<file path="config.mk">
export PLATFORM = sky130hd
export DESIGN_NAME = mips_muldiv_unit
export DESIGN_NICKNAME = d
export VERILOG_FILES = /design/src/rtl/mips_pkg.sv /design/src/rtl/muldiv_step.sv /design/src/rtl/mips_muldiv_unit.sv
export SDC_FILE = /design/constraint.sdc
export NUM_CORES = 1
export LEC_CHECK = 0
export ABC_CLOCK_PERIOD_IN_PS = 14060
export CAP_MARGIN = 20
export CORE_AREA = 2 2 198 200
export CTS_CLUSTER_DIAMETER = 200
export CTS_CLUSTER_SIZE = 20
export DETAILED_ROUTE_END_ITERATION = 12
export DIE_AREA = 0 0 200 202
export DONT_BUFFER_PORTS = 1
export HOLD_SLACK_MARGIN = 0.12
export PLACE_DENSITY = 0.57
export SLEW_MARGIN = 20
export SYNTH_ARGS = -nofsm -noshare
export SYNTH_HDL_FRONTEND = slang
export SYNTH_SLANG_ARGS = --single-unit
</file>
<file path="constraint.sdc">
create_clock -name clk -period 14.06 [get_ports clk]
set_input_delay 1.406 -clock clk [delete_from_list [all_inputs] [get_ports clk]]
set_output_delay 1.406 -clock clk [all_outputs]
set_load 0.01 [all_outputs]
</file>
<file path="src/rtl/mips_pkg.sv">
// mips_pkg: shared MIPS opcode/funct constants and the multiply/divide sequencer state type.
// Revision: 1.0
`default_nettype none

package mips_pkg;

  localparam logic [5:0] OPCODE_RTYPE = 6'h00;
  localparam logic [5:0] OPCODE_ADDIU = 6'h09;
  localparam logic [5:0] OPCODE_LW    = 6'h23;
  localparam logic [5:0] OPCODE_SW    = 6'h2B;

  localparam logic [5:0] FUNCT_ADDU   = 6'h21;
  localparam logic [5:0] FUNCT_MFHI   = 6'h10;
  localparam logic [5:0] FUNCT_MTHI   = 6'h11;
  localparam logic [5:0] FUNCT_MFLO   = 6'h12;
  localparam logic [5:0] FUNCT_MTLO   = 6'h13;
  localparam logic [5:0] FUNCT_MULT   = 6'h18;
  localparam logic [5:0] FUNCT_MULTU  = 6'h19;
  localparam logic [5:0] FUNCT_DIV    = 6'h1A;
  localparam logic [5:0] FUNCT_DIVU   = 6'h1B;

  typedef enum logic [1:0] {
    IDLE  = 2'd0,
    RUN   = 2'd1,
    FIXUP = 2'd2
  } muldiv_state_t;

endpackage

`default_nettype wire

</file>
<file path="src/rtl/muldiv_step.sv">
// muldiv_step: one shift-add multiply or restoring-divide iteration on unsigned magnitudes.
// Revision: 1.0
`default_nettype none

module muldiv_step #(
  parameter int WIDTH = 32
) (
  input  logic             div_mode,
  input  logic [WIDTH-1:0] opnd,
  input  logic [WIDTH-1:0] acc_in,
  input  logic [WIDTH-1:0] mq_in,
  output logic [WIDTH-1:0] acc_out,
  output logic [WIDTH-1:0] mq_out
);

  logic [WIDTH:0]   sum;
  logic [WIDTH:0]   shifted;
  logic             fits;
  logic [WIDTH-1:0] diff;

  always_comb begin
    sum     = {1'b0, acc_in} + (mq_in[0] ? {1'b0, opnd} : {(WIDTH+1){1'b0}});
    shifted = {acc_in, mq_in[WIDTH-1]};
    fits    = (shifted >= {1'b0, opnd});
    // Partial remainder is always below the divisor, so the difference fits WIDTH bits.
    diff    = shifted[WIDTH-1:0] - opnd;
    if (div_mode) begin
      acc_out = fits ? diff : shifted[WIDTH-1:0];
      mq_out  = {mq_in[WIDTH-2:0], fits};
    end else begin
      acc_out = sum[WIDTH:1];
      mq_out  = {sum[0], mq_in[WIDTH-1:1]};
    end
  end

endmodule

`default_nettype wire

</file>
<file path="src/rtl/mips_muldiv_unit.sv">
// mips_muldiv_unit: iterative MULT/MULTU/DIV/DIVU engine owning HI/LO; MTHI/MTLO write in one cycle.
// Revision: 1.0 -- MIPS_MULDIV_FAST_MULT_EN selects a single-cycle multiplier for MULT/MULTU.
`default_nettype none

module mips_muldiv_unit #(
  parameter int WIDTH           = 32,
  parameter int STEPS_PER_CYCLE = 1
) (
  input  logic             clk,
  input  logic             reset,
  input  logic             in_valid,
  input  logic [5:0]       fncode,
  input  logic [WIDTH-1:0] op_a,
  input  logic [WIDTH-1:0] op_b,
  output logic             busy,
  output logic             done,
  output logic [WIDTH-1:0] hi,
  output logic [WIDTH-1:0] lo
);

  import mips_pkg::*;

  localparam int N  = WIDTH / STEPS_PER_CYCLE;
  localparam int CW = $clog2(N + 1);

  muldiv_state_t    state;
  logic [CW-1:0]    count;
  logic [WIDTH-1:0] acc;
  logic [WIDTH-1:0] mq;
  logic [WIDTH-1:0] opnd;
  logic             div_mode;
  logic             neg_main;
  logic             neg_rem;

  logic             is_mul;
  logic             is_div;
  logic             is_signed;
  logic             sign_a;
  logic             sign_b;
  logic [WIDTH-1:0] mag_a;
  logic [WIDTH-1:0] mag_b;

  logic [2*WIDTH-1:0] prod;
  logic [WIDTH-1:0]   quot;
  logic [WIDTH-1:0]   rem;

  logic [WIDTH-1:0] acc_chain [STEPS_PER_CYCLE+1];
  logic [WIDTH-1:0] mq_chain  [STEPS_PER_CYCLE+1];

  assign busy = (state != IDLE);

  always_comb begin
    is_mul    = (fncode == FUNCT_MULT) || (fncode == FUNCT_MULTU);
    is_div    = (fncode == FUNCT_DIV)  || (fncode == FUNCT_DIVU);
    is_signed = (fncode == FUNCT_MULT) || (fncode == FUNCT_DIV);
    sign_a    = is_signed && op_a[WIDTH-1];
    sign_b    = is_signed && op_b[WIDTH-1];
    mag_a     = sign_a ? (~op_a + 1'b1) : op_a;
    mag_b     = sign_b ? (~op_b + 1'b1) : op_b;
  end

  assign acc_chain[0] = acc;
  assign mq_chain[0]  = mq;

  generate
    for (genvar i = 0; i < STEPS_PER_CYCLE; i++) begin : g_step
      muldiv_step #(.WIDTH(WIDTH)) u_step (
        .div_mode (div_mode),
        .opnd     (opnd),
        .acc_in   (acc_chain[i]),
        .mq_in    (mq_chain[i]),
        .acc_out  (acc_chain[i+1]),
        .mq_out   (mq_chain[i+1])
      );
    end
  endgenerate

`ifdef MIPS_MULDIV_FAST_MULT_EN
  logic [2*WIDTH-1:0] fast_prod;
  assign fast_prod = {{WIDTH{1'b0}}, mag_a} * {{WIDTH{1'b0}}, mag_b};
`endif

  // Sign correction applied only on the FIXUP edge, so hi/lo never see magnitudes.
  always_comb begin
    prod = neg_main ? (~{acc, mq} + 1'b1) : {acc, mq};
    quot = neg_main ? (~mq + 1'b1) : mq;
    rem  = neg_rem  ? (~acc + 1'b1) : acc;
  end

  always_ff @(posedge clk or posedge reset) begin
    if (reset) begin
      state    <= IDLE;
      count    <= '0;
      acc      <= '0;
      mq       <= '0;
      opnd     <= '0;
      div_mode <= 1'b0;
      neg_main <= 1'b0;
      neg_rem  <= 1'b0;
      done     <= 1'b0;
      hi       <= '0;
      lo       <= '0;
    end else begin
      done <= 1'b0;
      case (state)
        IDLE: begin
          if (in_valid) begin
            if (fncode == FUNCT_MTHI) begin
              hi <= op_a;
            end else if (fncode == FUNCT_MTLO) begin
              lo <= op_a;
            end else if (is_mul || is_div) begin
              acc      <= '0;
              mq       <= mag_a;
              opnd     <= mag_b;
              div_mode <= is_div;
              // A zero divisor keeps the all-ones quotient unsigned regardless of signs.
              neg_main <= (sign_a ^ sign_b) && !(is_div && (op_b == '0));
              neg_rem  <= sign_a;
              count    <= CW'(N);
              state    <= RUN;
`ifdef MIPS_MULDIV_FAST_MULT_EN
              if (is_mul) begin
                {acc, mq} <= fast_prod;
                state     <= FIXUP;
              end
`endif
            end
          end
        end
        RUN: begin
          acc   <= acc_chain[STEPS_PER_CYCLE];
          mq    <= mq_chain[STEPS_PER_CYCLE];
          count <= count - 1'b1;
          if (count == CW'(1)) begin
            state <= FIXUP;
          end
        end
        FIXUP: begin
          if (div_mode) begin
            hi <= rem;
            lo <= quot;
          end else begin
            hi <= prod[2*WIDTH-1:WIDTH];
            lo <= prod[WIDTH-1:0];
          end
          done  <= 1'b1;
          state <= IDLE;
        end
        default: state <= IDLE;
      endcase
    end
  end

endmodule

`default_nettype wire
</file>
==> results.sh, run 1 <==
export IMPL_outcome="finished, final reports clean"
export IMPL_die_h_um=202
export IMPL_firstDrtPassIters=5
export IMPL_leakage_nw=6.49
export IMPL_ys_seq_area_frac=0.300
export IMPL_rows=72
export IMPL_maxSlewViolCount=0
export IMPL_required_ns=14.40
export IMPL_fill_cells=3956
export IMPL_core_area_um2=38300
export IMPL_fmax_mhz=241
export IMPL_drive_gt1_frac=0.0468
export IMPL_grt_max_degree=71
export IMPL_period_minus_slack_ns=4.15
export IMPL_place_hpwl_um=34800
export IMPL_cts_tree="done"
export IMPL_initial_utilization=0.374
export IMPL_relSlewSlack=0.286
export IMPL_critical_path_most_common_cell="inv_1"
export IMPL_r2r_start="mq[31]$_DFFE_PP0P_"
export IMPL_port_buffers=0
export IMPL_grt_ovfl_total=0
export IMPL_die_area_um2=40400
export IMPL_cp_slowest_cell="dfrtp_1"
export IMPL_synth_edf_count=0
export IMPL_wl_per_cell_um=20.2
export IMPL_vias=12900
export IMPL_power_mw=4.05
export IMPL_final_cell_area_um2=15300
export IMPL_reg2reg_to="acc[26]$_DFFE_PP0P_"
export IMPL_final_common_cell="nand2_1"
export IMPL_path_max_fanout=8
export IMPL_place_congestion=0.905
export IMPL_mostFrequentLayoutCells="238 x nand2_1, 223 x o21ai_0, 171 x dfrtp_1"
export IMPL_worstHoldPathType="reg2reg"
export IMPL_numCtsBuffers=17
export IMPL_critPathLaunch="mq[31]$_DFFE_PP0P_"
export IMPL_multi_input_area_um2=9430
export IMPL_timing_max_cap_violations=0
export IMPL_worst_slack_ns=9.91
export IMPL_h_tree_depth=4
export IMPL_async_flop_share=1.00
export IMPL_reg2reg_depth=13
export IMPL_worst_ep_arrival_time_ns=4.49
export IMPL_power_density_nw_per_um2=264
export IMPL_antenna_found_initial=1
export IMPL_antenna_cells=0
export IMPL_yosys_warnings=0
export IMPL_ant_nets=0
export IMPL_cts_root_buf="clkbuf_16"
export IMPL_synthAdderAreaFrac=0.0639
export IMPL_max_stage_delay_ns=0.54
export IMPL_seqCellArea_um2=4310
export IMPL_rsz0062_at_grt="false"
export IMPL_die_x_um=200
export IMPL_crit_path_cell_trace="inv_1 > ha_1 > inv_1 > fa_1 > a211oi_1 > o21a_1 > a2111oi_0 > nor4_1 > o41a_1 > o21ai_0 > a311oi_1 > xnor2_1 > a221o_1"
export IMPL_synthMuxAreaShare=0.0578
export IMPL_finClkSkew_ns=0.0176
export IMPL_end_kind="register"
export IMPL_syn_area_um2=14300
export IMPL_routed_wl_um=46000
export IMPL_cp_endpoint="acc[26]$_DFFE_PP0P_"
export IMPL_nets=1884
export IMPL_synth_xor_area_share=0.106
export IMPL_synth_nets=1952
export IMPL_synthToLayoutAreaGrowth_pct=6.88
export IMPL_syn_area_per_cell_um2=7.93
export IMPL_yosys_area_share_simple=0.187
export IMPL_cts_num_sinks=172
export IMPL_clk_path_buf_depth=2
export IMPL_post_cts_buffers=0
export IMPL_hold_violations=0
export IMPL_final_util=0.400
export IMPL_synth_ff_type="dfrtp_1"
export IMPL_setup_violations=0
export IMPL_pre_cts_slack_ns=9.89
export IMPL_worstSetupPathType="reg2reg"
export IMPL_period_share=0.295
export IMPL_syn_inst=1807
export IMPL_avgViaCountPerCell=5.69
export IMPL_ir_drop_uv=110
export IMPL_placed_cells=2238
export IMPL_cts_resized=0
export IMPL_first_iter_violations=1064
export IMPL_synth_compound_area_share=0.241
export IMPL_ios=139
export IMPL_clock_latency_ns=0.47
export IMPL_grt_usage=0.229
export IMPL_path_clk_slew_ns=0.08
export IMPL_final_setup_tns_ns=0
export IMPL_regToRegSetupSlack_ns=9.91
export IMPL_tightest_slew_ns=1.07
export IMPL_holdCritStartpoint="opnd[9]$_DFFE_PP0P_"
export IMPL_grt_pass1_vias=12500
export IMPL_ys_types=80
export IMPL_grt_pass1_wl_um=72000
export IMPL_hold_slack_ns=0.480
export IMPL_startpoint_type="register"
export IMPL_final_cells=2270
export IMPL_cts_hold_fix_buffers=0
export IMPL_drc_errors=0
export IMPL_dpl_cell_area_um2=14700
export IMPL_synth_top_family_by_area="compound AO/OA/AOI/OAI gates"
export IMPL_synth_seq_cells=172
==> metal layers <==
| layer | vias up | wire (um) | track usage | share of wire |
|---|---|---|---|---|
| met5 | - | 8 | 0 | 0.00017 |
| met4 | 2 | 1000 | 0.0669 | 0.022 |
| met3 | 57 | 3020 | 0.0477 | 0.066 |
| met2 | 392 | 20900 | 0.361 | 0.45 |
| met1 | 6158 | 21000 | 0.316 | 0.46 |
| li1 | 6316 | - | - | - |
==> worst max-delay path, delay by kind of cell, from the launching register on <==
family,cells,cell delay [ns]
adder cells (fa/ha/maj),2,0.63
XOR/XNOR,1,0.16
AND/OR/NAND/NOR,1,0.45
buffers and inverters,2,0.25
AO/OA/AOI/OAI,7,1.98
flip-flops,1,0.54
==> power breakdown <==
| group | switching [mW] | leakage, nW | total [mW] | internal, mW |
|---|---|---|---|---|
| clock network | 0.242 | 0.290 | 0.499 | 0.257 |
| registers | 0.387 | 2.10 | 1.12 | 0.737 |
| logic | 1.44 | 4.10 | 2.43 | 0.988 |
==> logic make-up after synthesis <==
kind of cell,after synthesis
compound gates,570
xor+xnor,173
fa+ha+maj,72
buf+inv,166
flops,172
mux,82
simple gates,572
==> registers in the layout (all words and copies together) (netlist names), 2 cells and up <==
register  count
state         2
count         6
opnd         32
hi           32
acc          32
mq           32
lo           32
==> cells in the mapped netlist (13+ instances only) <==
cell,count,area (um^2)
a21o_1,29,218
o21ai_0,223,1120
xnor2_1,91,797
clkbuf_1,81,304
a21oi_1,137,686
xor2_1,82,718
nor2_1,146,548
a22oi_1,28,210
nor3_1,31,155
o211ai_1,13,97.6
and2_1,13,81.3
ha_1,70,876
mux2i_1,76,761
inv_1,66,248
o31ai_1,22,165
dfrtp_1,172,4300
nand2_1,240,901
nand3_1,28,140
or3_1,23,144
==> area by class of cell <==
| cell class | instances | area share |
|---|---|---|
| Inverter | 67 | 0.0167 |
| Multi-Input combinational cell | 1469 | 0.616 |
| Tap cell | 518 | 0.0423 |
| Timing Repair Buffer | 12 | 0.00588 |
| Clock inverter | 14 | 0.00972 |
| Sequential cell | 172 | 0.281 |
| Clock buffer | 18 | 0.0287 |
==> worst min path at each step <==
stage                      endpoint  slack (ns)  depth (start not counted)
2_1_floorplan  opnd[10]$_DFFE_PP0P_        0.45                          2
3_3_place_gp   opnd[17]$_DFFE_PP0P_        0.46                          2
3_5_place_dp    opnd[9]$_DFFE_PP0P_        0.47                          2
4_1_cts         opnd[9]$_DFFE_PP0P_        0.49                          2
5_1_grt         opnd[2]$_DFFE_PP0P_        0.51                          2
6_report        opnd[9]$_DFFE_PP0P_        0.48                          2
Note: power is estimated with default switching activity, not from simulation.
==> run 2: changes to the inputs <==
--- a/config.mk
+++ b/config.mk
@@ -5,7 +5,7 @@
 export SDC_FILE = /design/constraint.sdc
 export NUM_CORES = 1
 export LEC_CHECK = 0
-export ABC_CLOCK_PERIOD_IN_PS = 14060
+export ABC_CLOCK_PERIOD_IN_PS = 3700
 export CAP_MARGIN = 20
 export CORE_AREA = 2 2 198 200
 export CTS_CLUSTER_DIAMETER = 200
@@ -14,7 +14,7 @@
 export DIE_AREA = 0 0 200 202
 export DONT_BUFFER_PORTS = 1
 export HOLD_SLACK_MARGIN = 0.12
-export PLACE_DENSITY = 0.57
+export PLACE_DENSITY = 0.59
 export SLEW_MARGIN = 20
 export SYNTH_ARGS = -nofsm -noshare
 export SYNTH_HDL_FRONTEND = slang
==> constraint.sdc (replaced) <==
create_clock -name clk -period 3.7 [get_ports clk]
set_input_delay 0.37 -clock clk [delete_from_list [all_inputs] [get_ports clk]]
set_output_delay 0.37 -clock clk [all_outputs]
set_load 0.01 [all_outputs]
==> results.sh, run 2 (synthesized netlist as in run 1, its figures left out) <==
export IMPL_die_h_um=202
export IMPL_required_ns=4.03
export IMPL_firstDrtPassIters=6
export IMPL_finClkSkew_ns=0.0151
export IMPL_nets=2002
export IMPL_ant_nets=0
export IMPL_first_iter_violations=1199
export IMPL_die_area_um2=40400
export IMPL_numCtsBuffers=17
export IMPL_ios=139
export IMPL_final_cells=2388
export IMPL_hold_depth=2
export IMPL_cts_root_buf="clkbuf_16"
export IMPL_core_area_um2=38300
export IMPL_grt_pass1_vias=13100
export IMPL_cts_num_sinks=172
export IMPL_pre_cts_slack_ns=-0.0247
export IMPL_r2r_start="mq[0]$_DFFE_PP0P_"
export IMPL_cp_slowest_cell="o221ai_1"
export IMPL_die_x_um=200
export IMPL_hold_end="opnd[8]$_DFFE_PP0P_"
export IMPL_reg2reg_depth=13
export IMPL_max_stage_delay_ns=0.47
export IMPL_wl_per_cell_um=20.3
export IMPL_worst_slack_ns=0.225
export IMPL_final_util=0.427
export IMPL_ir_drop_uv=415
export IMPL_final_cell_area_um2=16400
export IMPL_initial_utilization=0.374
export IMPL_clk_path_buf_depth=2
export IMPL_grt_max_degree=75
export IMPL_end_kind="register"
export IMPL_drc_errors=0
export IMPL_clock_latency_ns=0.46
export IMPL_port_buffers=0
export IMPL_worstSetupPathType="reg2reg"
export IMPL_worstHoldPathType="in2reg"
export IMPL_startpoint_type="register"
export IMPL_synthToLayoutAreaGrowth_pct=14.2
export IMPL_hold_violations=0
export IMPL_avgViaCountPerCell=5.65
export IMPL_tightest_slew_ns=1.04
export IMPL_place_congestion=0.948
export IMPL_antenna_cells=0
export IMPL_grt_pass1_wl_um=74900
export IMPL_path_clk_slew_ns=0.07
export IMPL_dpl_cell_area_um2=15300
export IMPL_timing_max_cap_violations=0
export IMPL_power_mw=16.1
export IMPL_final_common_cell="nand2_1"
export IMPL_critPathTopFamily="compound AO/OA/AOI/OAI gates"
export IMPL_vias=13500
export IMPL_regToRegSetupSlack_ns=0.22
export IMPL_path_max_fanout=30
export IMPL_outcome="finished, final reports clean"
export IMPL_setup_violations=0
export IMPL_relSlewSlack=0.309
export IMPL_path_buf_inv=2
export IMPL_reg2reg_to="acc[30]$_DFFE_PP0P_"
export IMPL_grt_usage=0.241
export IMPL_worst_ep_arrival_time_ns=3.81
export IMPL_grt_ovfl_total=0
export IMPL_mostFrequentLayoutCells="238 x nand2_1, 222 x o21ai_0, 171 x dfrtp_1"
export IMPL_h_tree_depth=4
export IMPL_period_minus_slack_ns=3.48
export IMPL_holdCritStartpoint="op_b[8]"
export IMPL_place_hpwl_um=36800
export IMPL_maxSlewViolCount=0
export IMPL_drive_gt1_frac=0.0824
export IMPL_power_density_nw_per_um2=984
export IMPL_placed_cells=2304
export IMPL_rsz0062_at_grt="false"
export IMPL_rows=72
export IMPL_period_share=0.939
export IMPL_routed_wl_um=48500
export IMPL_fmax_mhz=288
export IMPL_crit_path_cell_trace="inv_1 > buf_12 > nor2_1 > ha_1 > o21ai_0 > o211ai_1 > a41o_1 > nand2_1 > o221ai_1 > a21oi_1 > xnor2_1 > a222oi_1 > nand3_1"
export IMPL_antenna_found_initial=0
export IMPL_leakage_nw=7.02
export IMPL_cts_tree="done"
run 2: cell types whose count changed in the layout (fill, tap and decap cells not counted), moves of 2 or more:
cell	before	now
a2111oi_2	0	2
buf_12	0	3
a2111oi_0	3	1
dlygate4sd3_1	0	51
buf_4	12	76
run 2: how the worst max path moves through the flow:
| stage | endpoint | cells past startpoint | slack, ns | startpoint |
|---|---|---|---|---|
| CTS | acc[26]$_DFFE_PP0P_ | 15 | 0.05 | mq[31]$_DFFE_PP0P_ |
| finish | acc[30]$_DFFE_PP0P_ | 13 | 0.22 | mq[0]$_DFFE_PP0P_ |
| global route | acc[26]$_DFFE_PP0P_ | 15 | 0.05 | mq[31]$_DFFE_PP0P_ |
| floorplan | acc[26]$_DFFE_PP0P_ | 14 | 0.30 | mq[31]$_DFFE_PP0P_ |
| global placement | acc[26]$_DFFE_PP0P_ | 14 | 0.07 | mq[31]$_DFFE_PP0P_ |
| detailed placement | acc[26]$_DFFE_PP0P_ | 14 | -0.02 | mq[31]$_DFFE_PP0P_ |
run 2: metal layers:
layer | vias up | GRT usage | wire length, um
li1 | 6572 | - | -
met1 | 6407 | 0.321 | 21400
met3 | 72 | 0.0537 | 3530
met4 | 0 | 0.0627 | 1030
met2 | 440 | 0.394 | 22500
met5 | - | 0 | 0
run 2: layout make-up:
class / count / area (um^2)
inverter: 67 / 255
clock inverter: 14 / 129
clock buffer: 18 / 429
multi-input combinational: 1469 / 9460
timing repair buffer: 130 / 1140
sequential: 172 / 4310
tap: 518 / 648
fill: 3906 / 21900
run 2: stage by stage:
stage | TNS [ns] | hold slack, ns
floorplan | 0 | 0.450
global placement | 0 | 0.163
detailed placement | -0.0247 | 0.164
CTS | 0 | 0.122
global route | 0 | 0.123
finish | 0 | 0.131
run 2: repair_timing:
item | CTS | global route
hold buffers | 51 | 0
resized for setup | 0 | 10
gates cloned | 0 | 0
pin swaps | 1 | 2
buffers inserted | 1 | 0
hold endpoints to repair | 188 | 0
endpoints found under the setup margin | 1 | 8
run 2: report_power, final:
part / switching [mW] / leakage, nW / internal, mW
sequential: 1.12 / 2.10 / 2.80
combinational: 6.09 / 4.65 / 4.29
clock: 0.914 / 0.275 / 0.890
==> run 3: changes to the inputs <==
--- a/config.mk
+++ b/config.mk
@@ -7,11 +7,11 @@
 export LEC_CHECK = 0
 export ABC_CLOCK_PERIOD_IN_PS = 3700
 export CAP_MARGIN = 20
-export CORE_AREA = 2 2 198 200
+export CORE_AREA = 2 2 177 223
 export CTS_CLUSTER_DIAMETER = 200
 export CTS_CLUSTER_SIZE = 20
 export DETAILED_ROUTE_END_ITERATION = 12
-export DIE_AREA = 0 0 200 202
+export DIE_AREA = 0 0 179 225
 export DONT_BUFFER_PORTS = 1
 export HOLD_SLACK_MARGIN = 0.12
 export PLACE_DENSITY = 0.59
==> results.sh, run 3 (synthesized netlist as in run 1, its figures left out) <==
export IMPL_worstHoldPathType="in2reg"
export IMPL_r2r_start="mq[0]$_DFFE_PP0P_"
export IMPL_routed_wl_um=48600
export IMPL_place_hpwl_um=36700
export IMPL_die_x_um=179
export IMPL_hold_slack_ns=0.125
export IMPL_hold_depth=2
export IMPL_power_mw=16.1
export IMPL_cts_root_buf="clkbuf_16"
export IMPL_vias=13500
export IMPL_rows=80
export IMPL_grt_ovfl_total=0
export IMPL_avgViaCountPerCell=5.73
export IMPL_path_max_fanout=30
export IMPL_end_kind="register"
export IMPL_regToRegSetupSlack_ns=0.18
export IMPL_antenna_found_initial=0
export IMPL_reg2reg_depth=14
export IMPL_h_tree_depth=4
export IMPL_place_congestion=0.921
export IMPL_core_area_um2=37900
export IMPL_maxSlewViolCount=0
export IMPL_initial_utilization=0.378
export IMPL_period_share=0.951
export IMPL_mostFrequentLayoutCells="238 x nand2_1, 223 x o21ai_0, 171 x dfrtp_1"
export IMPL_worst_ep_arrival_time_ns=3.89
export IMPL_ir_drop_uv=448
export IMPL_worst_slack_ns=0.182
export IMPL_relSlewSlack=0.322
export IMPL_grt_pass1_wl_um=75700
export IMPL_final_cells=2364
export IMPL_startpoint_type="register"
export IMPL_nets=2004
export IMPL_drive_gt1_frac=0.0828
export IMPL_cts_num_sinks=172
export IMPL_first_iter_violations=933
export IMPL_max_stage_delay_ns=0.44
export IMPL_ant_nets=0
export IMPL_final_common_cell="nand2_1"
export IMPL_required_ns=4.07
export IMPL_holdCritStartpoint="op_a[5]"
export IMPL_leakage_nw=7.03
export IMPL_wl_per_cell_um=20.6
export IMPL_firstDrtPassIters=6
export IMPL_tightest_slew_ns=1.01
export IMPL_ios=139
export IMPL_final_util=0.431
export IMPL_worstSetupPathType="reg2reg"
export IMPL_multi_input_area_um2=9450
export IMPL_pre_cts_slack_ns=0.0431
export IMPL_cts_tree="done"
export IMPL_clk_path_buf_depth=2
export IMPL_critical_path_most_common_cell="o31ai_1"
export IMPL_fill_cells=3841
export IMPL_fmax_mhz=284
export IMPL_die_h_um=225
export IMPL_finClkSkew_ns=0.0148
export IMPL_path_clk_slew_ns=0.08
export IMPL_critPathLaunch="mq[0]$_DFFE_PP0P_"
export IMPL_port_buffers=0
export IMPL_placed_cells=2280
export IMPL_grt_max_degree=108
export IMPL_grt_usage=0.244
export IMPL_synthToLayoutAreaGrowth_pct=14.0
export IMPL_outcome="finished, final reports clean"
export IMPL_seqCellArea_um2=4310
export IMPL_antenna_cells=0
export IMPL_power_density_nw_per_um2=988
export IMPL_crit_path_cell_trace="inv_1 > buf_12 > nor2_1 > ha_1 > nand3_1 > nor3_1 > o21ai_0 > buf_4 > a211o_1 > a21oi_1 > o22ai_1 > o31ai_1 > a211oi_1 > o31ai_1"
export IMPL_cp_slowest_cell="dfrtp_1"
export IMPL_drc_errors=0
export IMPL_clock_latency_ns=0.47
export IMPL_grt_pass1_vias=13300
export IMPL_period_minus_slack_ns=3.52
export IMPL_numCtsBuffers=17
export IMPL_die_area_um2=40300
export IMPL_hold_violations=0
export IMPL_timing_max_cap_violations=0
export IMPL_setup_violations=0
-- run 3: repair_timing --
action                                  4_1_cts  5_1_grt
setup buffers                                 0        1
hold buffers                                 51        0
endpoints found under the setup margin        1        7
pin swaps                                     1        1
resized for setup                             0        7
hold endpoints to repair                    177        0
-- run 3: area by class of cell --
class | instances | area share
Multi-Input combinational cell | 1469 | 0.578
Inverter | 67 | 0.0156
Clock buffer | 18 | 0.0263
Timing Repair Buffer | 132 | 0.0708
Sequential cell | 172 | 0.263
Tap cell | 492 | 0.0377
Clock inverter | 14 | 0.00781
-- run 3: critical path: cells and delay by family (launching register included) --
| family | cells | cell delay [ns] |
|---|---|---|
| AO/OA/AOI/OAI | 7 | 1.57 |
| buffers and inverters | 3 | 0.57 |
| flip-flops | 1 | 0.44 |
| AND/OR/NAND/NOR | 3 | 0.42 |
| adder cells (fa/ha/maj) | 1 | 0.37 |
-- run 3: stage by stage --
step	instance area, um^2	setup TNS (ns)
3_3_place_gp	15200	0
2_1_floorplan	14300	0
6_report	16300	0
4_1_cts	16300	0
5_1_grt	16300	-0.0428
3_5_place_dp	15200	0
-- run 3: power breakdown --
group | leakage (nW) | internal [mW] | switching, mW
clock | 0.271 | 0.884 | 0.901
combinational | 4.66 | 4.34 | 6.09
sequential | 2.10 | 2.80 | 1.12
total | 7.03 | 8.03 | 8.11
-- run 3: worst paths after layout --
check                                       end
setup reg to reg            acc[31]$_DFFE_PP0P_
hold reg to reg            opnd[23]$_DFFE_PP0P_
max in group asynchronous  opnd[27]$_DFFE_PP0P_
setup / recovery            acc[31]$_DFFE_PP0P_
min in group asynchronous     lo[8]$_DFFE_PP0P_
hold / removal                lo[5]$_DFFE_PP0P_
-- run 3: layer usage --
metal / global-route usage / routed length (um) / part of all wire / vias to the layer above
li1: - / - / - / 6548
met4: 0.0842 / 1450 / 0.030 / 0
met2: 0.427 / 24400 / 0.50 / 451
met3: 0.0344 / 2600 / 0.054 / 85
met5: 0 / 0 / 0 / -
met1: 0.303 / 20200 / 0.41 / 6465
